[src/rtl/mul_inner_pkg.sv]
// Shared types, defaults and helpers for the multi-lane unary multiplier.
package mul_inner_pkg;

    typedef enum logic {
        MODE_UNI = 1'b0,
        MODE_BI  = 1'b1
    } mode_e;

    localparam int unsigned DEF_WIDTH = 8;
    localparam int unsigned DEF_LANES = 4;

    // Lane count width: must hold the full 2^WIDTH window total
    function automatic int unsigned cnt_width(input int unsigned width);
        return width + 1;
    endfunction

endpackage

[src/rtl/mul_inner_vec_if.sv]
// Stream/control bundle between the PE driver and mul_inner_vec.
interface mul_inner_vec_if
    import mul_inner_pkg::*;
#(
    parameter int unsigned WIDTH = DEF_WIDTH,
    parameter int unsigned LANES = DEF_LANES
);
    localparam int unsigned CW = cnt_width(WIDTH);

    logic                            i_mode;
    logic                            i_w_load;
    logic [LANES-1:0][WIDTH-1:0]     i_data_w;
    logic                            i_en;
    logic                            i_clr;
    logic [LANES-1:0]                i_bit_i;
    logic [WIDTH-1:0]                i_randW;
    logic [WIDTH-1:0]                i_randW_inv;
    logic [WIDTH-1:0]                o_randW;
    logic [WIDTH-1:0]                o_randW_inv;
    logic [LANES-1:0]                o_bit;
    logic                            o_bit_valid;
    logic [LANES-1:0][CW-1:0]        o_acc;
    logic                            o_acc_valid;

    modport master (
        output i_mode, i_w_load, i_data_w, i_en, i_clr, i_bit_i, i_randW, i_randW_inv,
        input  o_randW, o_randW_inv, o_bit, o_bit_valid, o_acc, o_acc_valid
    );

    modport slave (
        input  i_mode, i_w_load, i_data_w, i_en, i_clr, i_bit_i, i_randW, i_randW_inv,
        output o_randW, o_randW_inv, o_bit, o_bit_valid, o_acc, o_acc_valid
    );

endinterface

[src/rtl/mul_lane.sv]
// One multiplier lane: weight register, stream comparators, mode gating,
// product flop and (with MUL_INNER_VEC_ACC_EN) the lane window counter.
module mul_lane
    import mul_inner_pkg::*;
#(
    parameter int unsigned WIDTH = DEF_WIDTH
) (
    input  logic                          clk,
    input  logic                          rst,
    input  logic                          i_mode,
    input  logic                          i_w_load,
    input  logic [WIDTH-1:0]              i_data_w,
    input  logic                          i_en,
    input  logic                          i_bit_i,
    input  logic [WIDTH-1:0]              i_randW,
    input  logic [WIDTH-1:0]              i_randW_inv,
`ifdef MUL_INNER_VEC_ACC_EN
    input  logic                          i_clr,
    input  logic                          i_valid,
    input  logic                          i_win_last,
    output logic [cnt_width(WIDTH)-1:0]   o_acc,
`endif
    output logic                          o_bit
);
    logic [WIDTH-1:0] r_w;
    logic             r_bit;
    logic             w_bitw;
    logic             w_bitw_inv;
    logic             w_prod;

    // Weight register; a coincident compare still sees the old weight
    always_ff @(posedge clk or posedge rst) begin
        if (rst)           r_w <= '0;
        else if (i_w_load) r_w <= i_data_w;
    end

    assign w_bitw     = (r_w > i_randW);
    assign w_bitw_inv = (r_w <= i_randW_inv);
    assign w_prod     = (mode_e'(i_mode) == MODE_BI) ? (i_bit_i ? w_bitw : w_bitw_inv)
                                                     : (i_bit_i & w_bitw);

    // Product bit register, holds while the stream is stalled
    always_ff @(posedge clk or posedge rst) begin
        if (rst)       r_bit <= 1'b0;
        else if (i_en) r_bit <= w_prod;
    end

    assign o_bit = r_bit;

`ifdef MUL_INNER_VEC_ACC_EN
    localparam int unsigned CW = cnt_width(WIDTH);
    logic [CW-1:0] r_cnt;
    logic [CW-1:0] r_acc;

    // Lane ones counter; final sample of a window is folded into the snapshot
    always_ff @(posedge clk or posedge rst) begin
        if (rst) begin
            r_cnt <= '0;
            r_acc <= '0;
        end else if (i_clr) begin
            r_cnt <= '0;
        end else if (i_win_last) begin
            r_acc <= r_cnt + CW'(r_bit);
            r_cnt <= '0;
        end else if (i_valid) begin
            r_cnt <= r_cnt + CW'(r_bit);
        end
    end

    assign o_acc = r_acc;
`endif

endmodule

[src/rtl/mul_inner_vec.sv]
// Multi-lane rate-coded unary multiplier PE cell.
// Optional accumulator enabled by defining MUL_INNER_VEC_ACC_EN.
module mul_inner_vec
    import mul_inner_pkg::*;
#(
    parameter int unsigned WIDTH = DEF_WIDTH,
    parameter int unsigned LANES = DEF_LANES
) (
    input  logic            clk,
    input  logic            rst,
    mul_inner_vec_if.slave  bus
);
    logic [WIDTH-1:0] r_randw;
    logic [WIDTH-1:0] r_randw_inv;
    logic             r_bit_valid;
    logic [LANES-1:0] w_bit;

    // Forward random numbers to the next PE and qualify the product bits
    always_ff @(posedge clk or posedge rst) begin
        if (rst) begin
            r_randw     <= '0;
            r_randw_inv <= '0;
            r_bit_valid <= 1'b0;
        end else begin
            r_bit_valid <= bus.i_en;
            if (bus.i_en) begin
                r_randw     <= bus.i_randW;
                r_randw_inv <= bus.i_randW_inv;
            end
        end
    end

`ifdef MUL_INNER_VEC_ACC_EN
    localparam int unsigned CW = cnt_width(WIDTH);
    logic [WIDTH-1:0]          r_win;
    logic                      r_acc_valid;
    logic                      w_win_last;
    logic [LANES-1:0][CW-1:0]  w_acc;

    // Last valid sample of the window; a coincident clear discards it
    assign w_win_last = r_bit_valid && (r_win == '1) && !bus.i_clr;

    // Shared window counter and window-done pulse
    always_ff @(posedge clk or posedge rst) begin
        if (rst) begin
            r_win       <= '0;
            r_acc_valid <= 1'b0;
        end else begin
            r_acc_valid <= w_win_last;
            if (bus.i_clr)        r_win <= '0;
            else if (r_bit_valid) r_win <= r_win + WIDTH'(1);
        end
    end

    assign bus.o_acc       = w_acc;
    assign bus.o_acc_valid = r_acc_valid;
`else
    logic w_unused_clr;
    assign w_unused_clr    = bus.i_clr;
    assign bus.o_acc       = '0;
    assign bus.o_acc_valid = 1'b0;
`endif

    for (genvar g = 0; g < LANES; g++) begin : g_lane
        mul_lane #(.WIDTH(WIDTH)) u_lane (
            .clk         (clk),
            .rst         (rst),
            .i_mode      (bus.i_mode),
            .i_w_load    (bus.i_w_load),
            .i_data_w    (bus.i_data_w[g]),
            .i_en        (bus.i_en),
            .i_bit_i     (bus.i_bit_i[g]),
            .i_randW     (bus.i_randW),
            .i_randW_inv (bus.i_randW_inv),
`ifdef MUL_INNER_VEC_ACC_EN
            .i_clr       (bus.i_clr),
            .i_valid     (r_bit_valid),
            .i_win_last  (w_win_last),
            .o_acc       (w_acc[g]),
`endif
            .o_bit       (w_bit[g])
        );
    end

    assign bus.o_bit       = w_bit;
    assign bus.o_bit_valid = r_bit_valid;
    assign bus.o_randW     = r_randw;
    assign bus.o_randW_inv = r_randw_inv;

endmodule
[src/flat_wrapper.sv]
// flat-port wrapper written by rule: the top's interface ports become plain ports
module mul_inner_vec_flat import mul_inner_pkg::*;
#(
    parameter int unsigned WIDTH = DEF_WIDTH,
    parameter int unsigned LANES = DEF_LANES
)
  (clk, rst, bus_i_mode, bus_i_w_load, bus_i_data_w, bus_i_en, bus_i_clr, bus_i_bit_i, bus_i_randW, bus_i_randW_inv, bus_o_randW, bus_o_randW_inv, bus_o_bit, bus_o_bit_valid, bus_o_acc, bus_o_acc_valid);
  mul_inner_vec_if #(.WIDTH(WIDTH), .LANES(LANES)) bus_i ();
  input  logic clk;
  input  logic rst;
  input wire logic [$bits(bus_i.i_mode)-1:0] bus_i_mode;
  input wire logic [$bits(bus_i.i_w_load)-1:0] bus_i_w_load;
  input wire logic [$bits(bus_i.i_data_w)-1:0] bus_i_data_w;
  input wire logic [$bits(bus_i.i_en)-1:0] bus_i_en;
  input wire logic [$bits(bus_i.i_clr)-1:0] bus_i_clr;
  input wire logic [$bits(bus_i.i_bit_i)-1:0] bus_i_bit_i;
  input wire logic [$bits(bus_i.i_randW)-1:0] bus_i_randW;
  input wire logic [$bits(bus_i.i_randW_inv)-1:0] bus_i_randW_inv;
  output wire logic [$bits(bus_i.o_randW)-1:0] bus_o_randW;
  output wire logic [$bits(bus_i.o_randW_inv)-1:0] bus_o_randW_inv;
  output wire logic [$bits(bus_i.o_bit)-1:0] bus_o_bit;
  output wire logic [$bits(bus_i.o_bit_valid)-1:0] bus_o_bit_valid;
  output wire logic [$bits(bus_i.o_acc)-1:0] bus_o_acc;
  output wire logic [$bits(bus_i.o_acc_valid)-1:0] bus_o_acc_valid;
  assign bus_i.i_mode = bus_i_mode;
  assign bus_i.i_w_load = bus_i_w_load;
  assign bus_i.i_data_w = bus_i_data_w;
  assign bus_i.i_en = bus_i_en;
  assign bus_i.i_clr = bus_i_clr;
  assign bus_i.i_bit_i = bus_i_bit_i;
  assign bus_i.i_randW = bus_i_randW;
  assign bus_i.i_randW_inv = bus_i_randW_inv;
  assign bus_o_randW = bus_i.o_randW;
  assign bus_o_randW_inv = bus_i.o_randW_inv;
  assign bus_o_bit = bus_i.o_bit;
  assign bus_o_bit_valid = bus_i.o_bit_valid;
  assign bus_o_acc = bus_i.o_acc;
  assign bus_o_acc_valid = bus_i.o_acc_valid;
  mul_inner_vec #(.WIDTH(WIDTH), .LANES(LANES)) u_core (.clk(clk), .rst(rst), .bus(bus_i));
endmodule
[config.mk]
export PLATFORM = sky130hd
export DESIGN_NAME = mul_inner_vec_flat
export DESIGN_NICKNAME = d
export VERILOG_FILES = /design/src/rtl/mul_inner_pkg.sv /design/src/rtl/mul_inner_vec_if.sv /design/src/rtl/mul_lane.sv /design/src/rtl/mul_inner_vec.sv /design/src/flat_wrapper.sv
export SDC_FILE = /design/constraint.sdc
export NUM_CORES = 1
export LEC_CHECK = 0
export BUFFER_PORTS_ARGS = -buffer_cell sky130_fd_sc_hd__buf_2
export CORE_AREA = 2 2 88 90
export CTS_CLUSTER_DIAMETER = 80
export CTS_CLUSTER_SIZE = 28
export DETAILED_ROUTE_END_ITERATION = 12
export DIE_AREA = 0 0 90 92
export PLACE_DENSITY = 0.76
export REMOVE_ABC_BUFFERS = 1
export SLEW_MARGIN = 0
export SYNTH_ARGS = -nofsm -noshare
export SYNTH_HDL_FRONTEND = slang
export SYNTH_SLANG_ARGS = --single-unit
export TNS_END_PERCENT = 20
[constraint.sdc]
create_clock -name clk -period 2.2 [get_ports clk]
set_clock_uncertainty 0.15 [all_clocks]
set_input_delay 0.22 -clock clk [delete_from_list [all_inputs] [get_ports clk]]
set_output_delay 0.22 -clock clk [all_outputs]
set_load 0.005 [all_outputs]
==> qor.csv <==
metric;value;unit
status;complete, no violations;
regArea;1330;um2
cts_root_buffer;clkbuf_8;
htree_levels;2;
irDropWorstVdd;0.000375;V
arrival;2.23;ns
setup_violations;0;
n_antenna_cell;0;
grt_pass1_wl;13.4;mm
yosys.area.top_type;dfrtp_1;
yosysMostFrequentCell;ha_1;
startpoint_type;input port;
final_util;61.1;%
grt_max_degree;34;
clock_latency;0.31;ns
cts_buffer_depth;2;
critPathRequiredTime;2.28;ns
nFillCells;624;
hold_viol;0;
synth_seq_cells;53;
crit_family;buffers and inverters;
totalWireLength;8.11;mm
stdcell_count;563;
hold_ws;0.00203;ns
max_stage_delay;0.53;ns
fin_area;4550;um2
drc;0;
total_power;2.37;mW
p_per_area;521;nW/um2
fin_crit_sh;98.0;%
synth_cell_type_count;29;
die_h;92;um
cts.reportedPaths.clkPinSlew;0.09;ns
clock-sinks;53;
multiInputGateArea;2100;um2
dpl.cell_count;516;
final_max_slew_viol_count;0;
crit_buf_inv;3;
rows;32;
cts_setup_buffers;0;
ios;116;
period_minus_slack;2.16;ns
tritoncts;built;
fmax;464;MHz
syn-instance-count;346;
hp-class;in -> reg;
wl_per_cell;14.4;um
synth_top_area_share;35.8;%
vias;2912;
syn2layout_area_growth;22.7;%
gp_congestion;0.921;
async_flop_share;100;%
place_area;4070;um2
rsz0062_at_grt;no;
syn_area_per_cell;10.7;um2
tns;0;ns
antenna_found_initial;0;
critPathCaptureType;flip-flop;
worst-setup-path-type;in -> reg;
synth_ff_type;dfrtp_1;
die_area;8280;um2
overflow;0;
grt_usage;20.2;%
synth_edf_count;0;
pre_cts_ws;0.293;ns
rrSetupSlack;0.27;ns
dp.final_hpwl;6.31;mm
yosysSeqAreaShare;35.8;%
drtPass1Iterations;4;
crit_slowest_cell;dlygate4sd3_1;
antenna_left;0;
synthTopCellsByCount;ha_1 (64), dfrtp_1 (53), mux2_2 (44);
nets;582;
final_layout_size_suffix_gt1_share;29.1;%
crit_chain;dlygate4sd3_1, buf_2, inv_1, ha_1, nand4_1, or4b_1, a21oi_1, a31oi_1, o21ai_0;
leakage;2.22;nW
synth_area_leaders;dfrtp_1 (36%), ha_1 (22%), mux2_2 (13%);
fin_ws;0.0438;ns
drt-vias-per-instance;5.17;
core_area;7450;um2
drt_iter0_drc;108;
start_util;49.8;%
cts_made_buffers;5;
cap_violations;0;
netlist_area;3710;um2
port_buffers;77;
die_w;90;um
cp_max_fo;4;
ys_warn_count;0;
grt_pass1_vias;2840;
## placed cells by master, fill, tap and decap left out, drive strengths merged
cell type	instances
a31oi	1
clkinv	2
nor2b	8
a211oi	3
o311ai	3
nor3	1
buf	80
conb	37
dlygate4sd3	39
o21ai	13
a21o	3
nor2	6
clkbuf	6
inv	23
dfrtp	53
nand2b	1
nand2	12
o31ai	3
or4b	1
o211ai	11
a21oi	23
nor4	3
a22oi	1
nand3	4
nand4	13
mux2	44
nand4b	3
ha	64
## worst register-to-register path, stage by stage, from the launching register on
cell	delay (ns)
dfrtp_1	0.42
ha_1	0.30
nand4_1	0.14
or4b_1	0.53
a21oi_1	0.15
a31oi_1	0.05
o21ai_0	0.10
## cell families (layout without fill, tap and decap cells)
group           Yosys count  in the layout  share of synthesized area [%]
fa+ha+maj                64             64                           21.6
mux                      44             44                           13.4
other cells               1             37                          0.101
simple gates             52             52                           7.69
compound gates           61             61                           10.0
buf+inv                  71            150                           11.5
flops                    53             53                           35.8
## sequential cells by signal (all words and copies together), names as in the netlist
signal,count
u_core.g_lane.u_lane.r_w,32
u_core.g_lane.u_lane.o_bit,4
u_core.bus.o_bit_valid,1
u_core.bus.o_randW_inv,8
u_core.bus.o_randW,8
## report_power, final
part	switching [mW]	internal (mW)	total [mW]	leakage, nW
combinational	0.333	0.353	0.686	1.56
sequential	0.0729	1.07	1.14	0.622
clock	0.321	0.221	0.542	0.0450
total	0.727	1.65	2.37	2.22
## final timing paths
kind | startpoint | end | cells after the start
min reg2reg | u_core.bus.o_randW[2] | u_core.bus.o_randW[2] | 1
max in group asynchronous | rst | u_core.g_lane[3].u_lane.r_w[4] | 4
min in group asynchronous | rst | u_core.bus.o_bit_valid | 3
min | bus_i_randW[7] | u_core.bus.o_randW[7] | 2
max | bus_i_randW_inv[4] | u_core.g_lane[3].u_lane.o_bit | 9
max reg2reg | u_core.g_lane[3].u_lane.r_w[4] | u_core.g_lane[3].u_lane.o_bit | 6
## metal layers
layer	up-vias	GRT usage, %	share of wire (%)
li1	1413	-	-
met1	1365	25.1	43
met2	118	35.5	49
met3	16	3.20	5.3
met4	0	7.95	2.5
met5	-	0	0
## cell type report
class	count	area share, %
clock buffers	6	1.59
clock inverters	2	0.220
inverters	23	1.90
multi-input cells	258	46.2
flip-flops and latches	53	29.1
well taps	102	2.80
repair buffers	119	18.1
## timing repair
action                                  CTS  global route
endpoints found under the setup margin    0             1
hold buffers                             39             0
resized for setup                         0             1
hold endpoints to repair                 58             0
(Power assumes the default switching activity.)
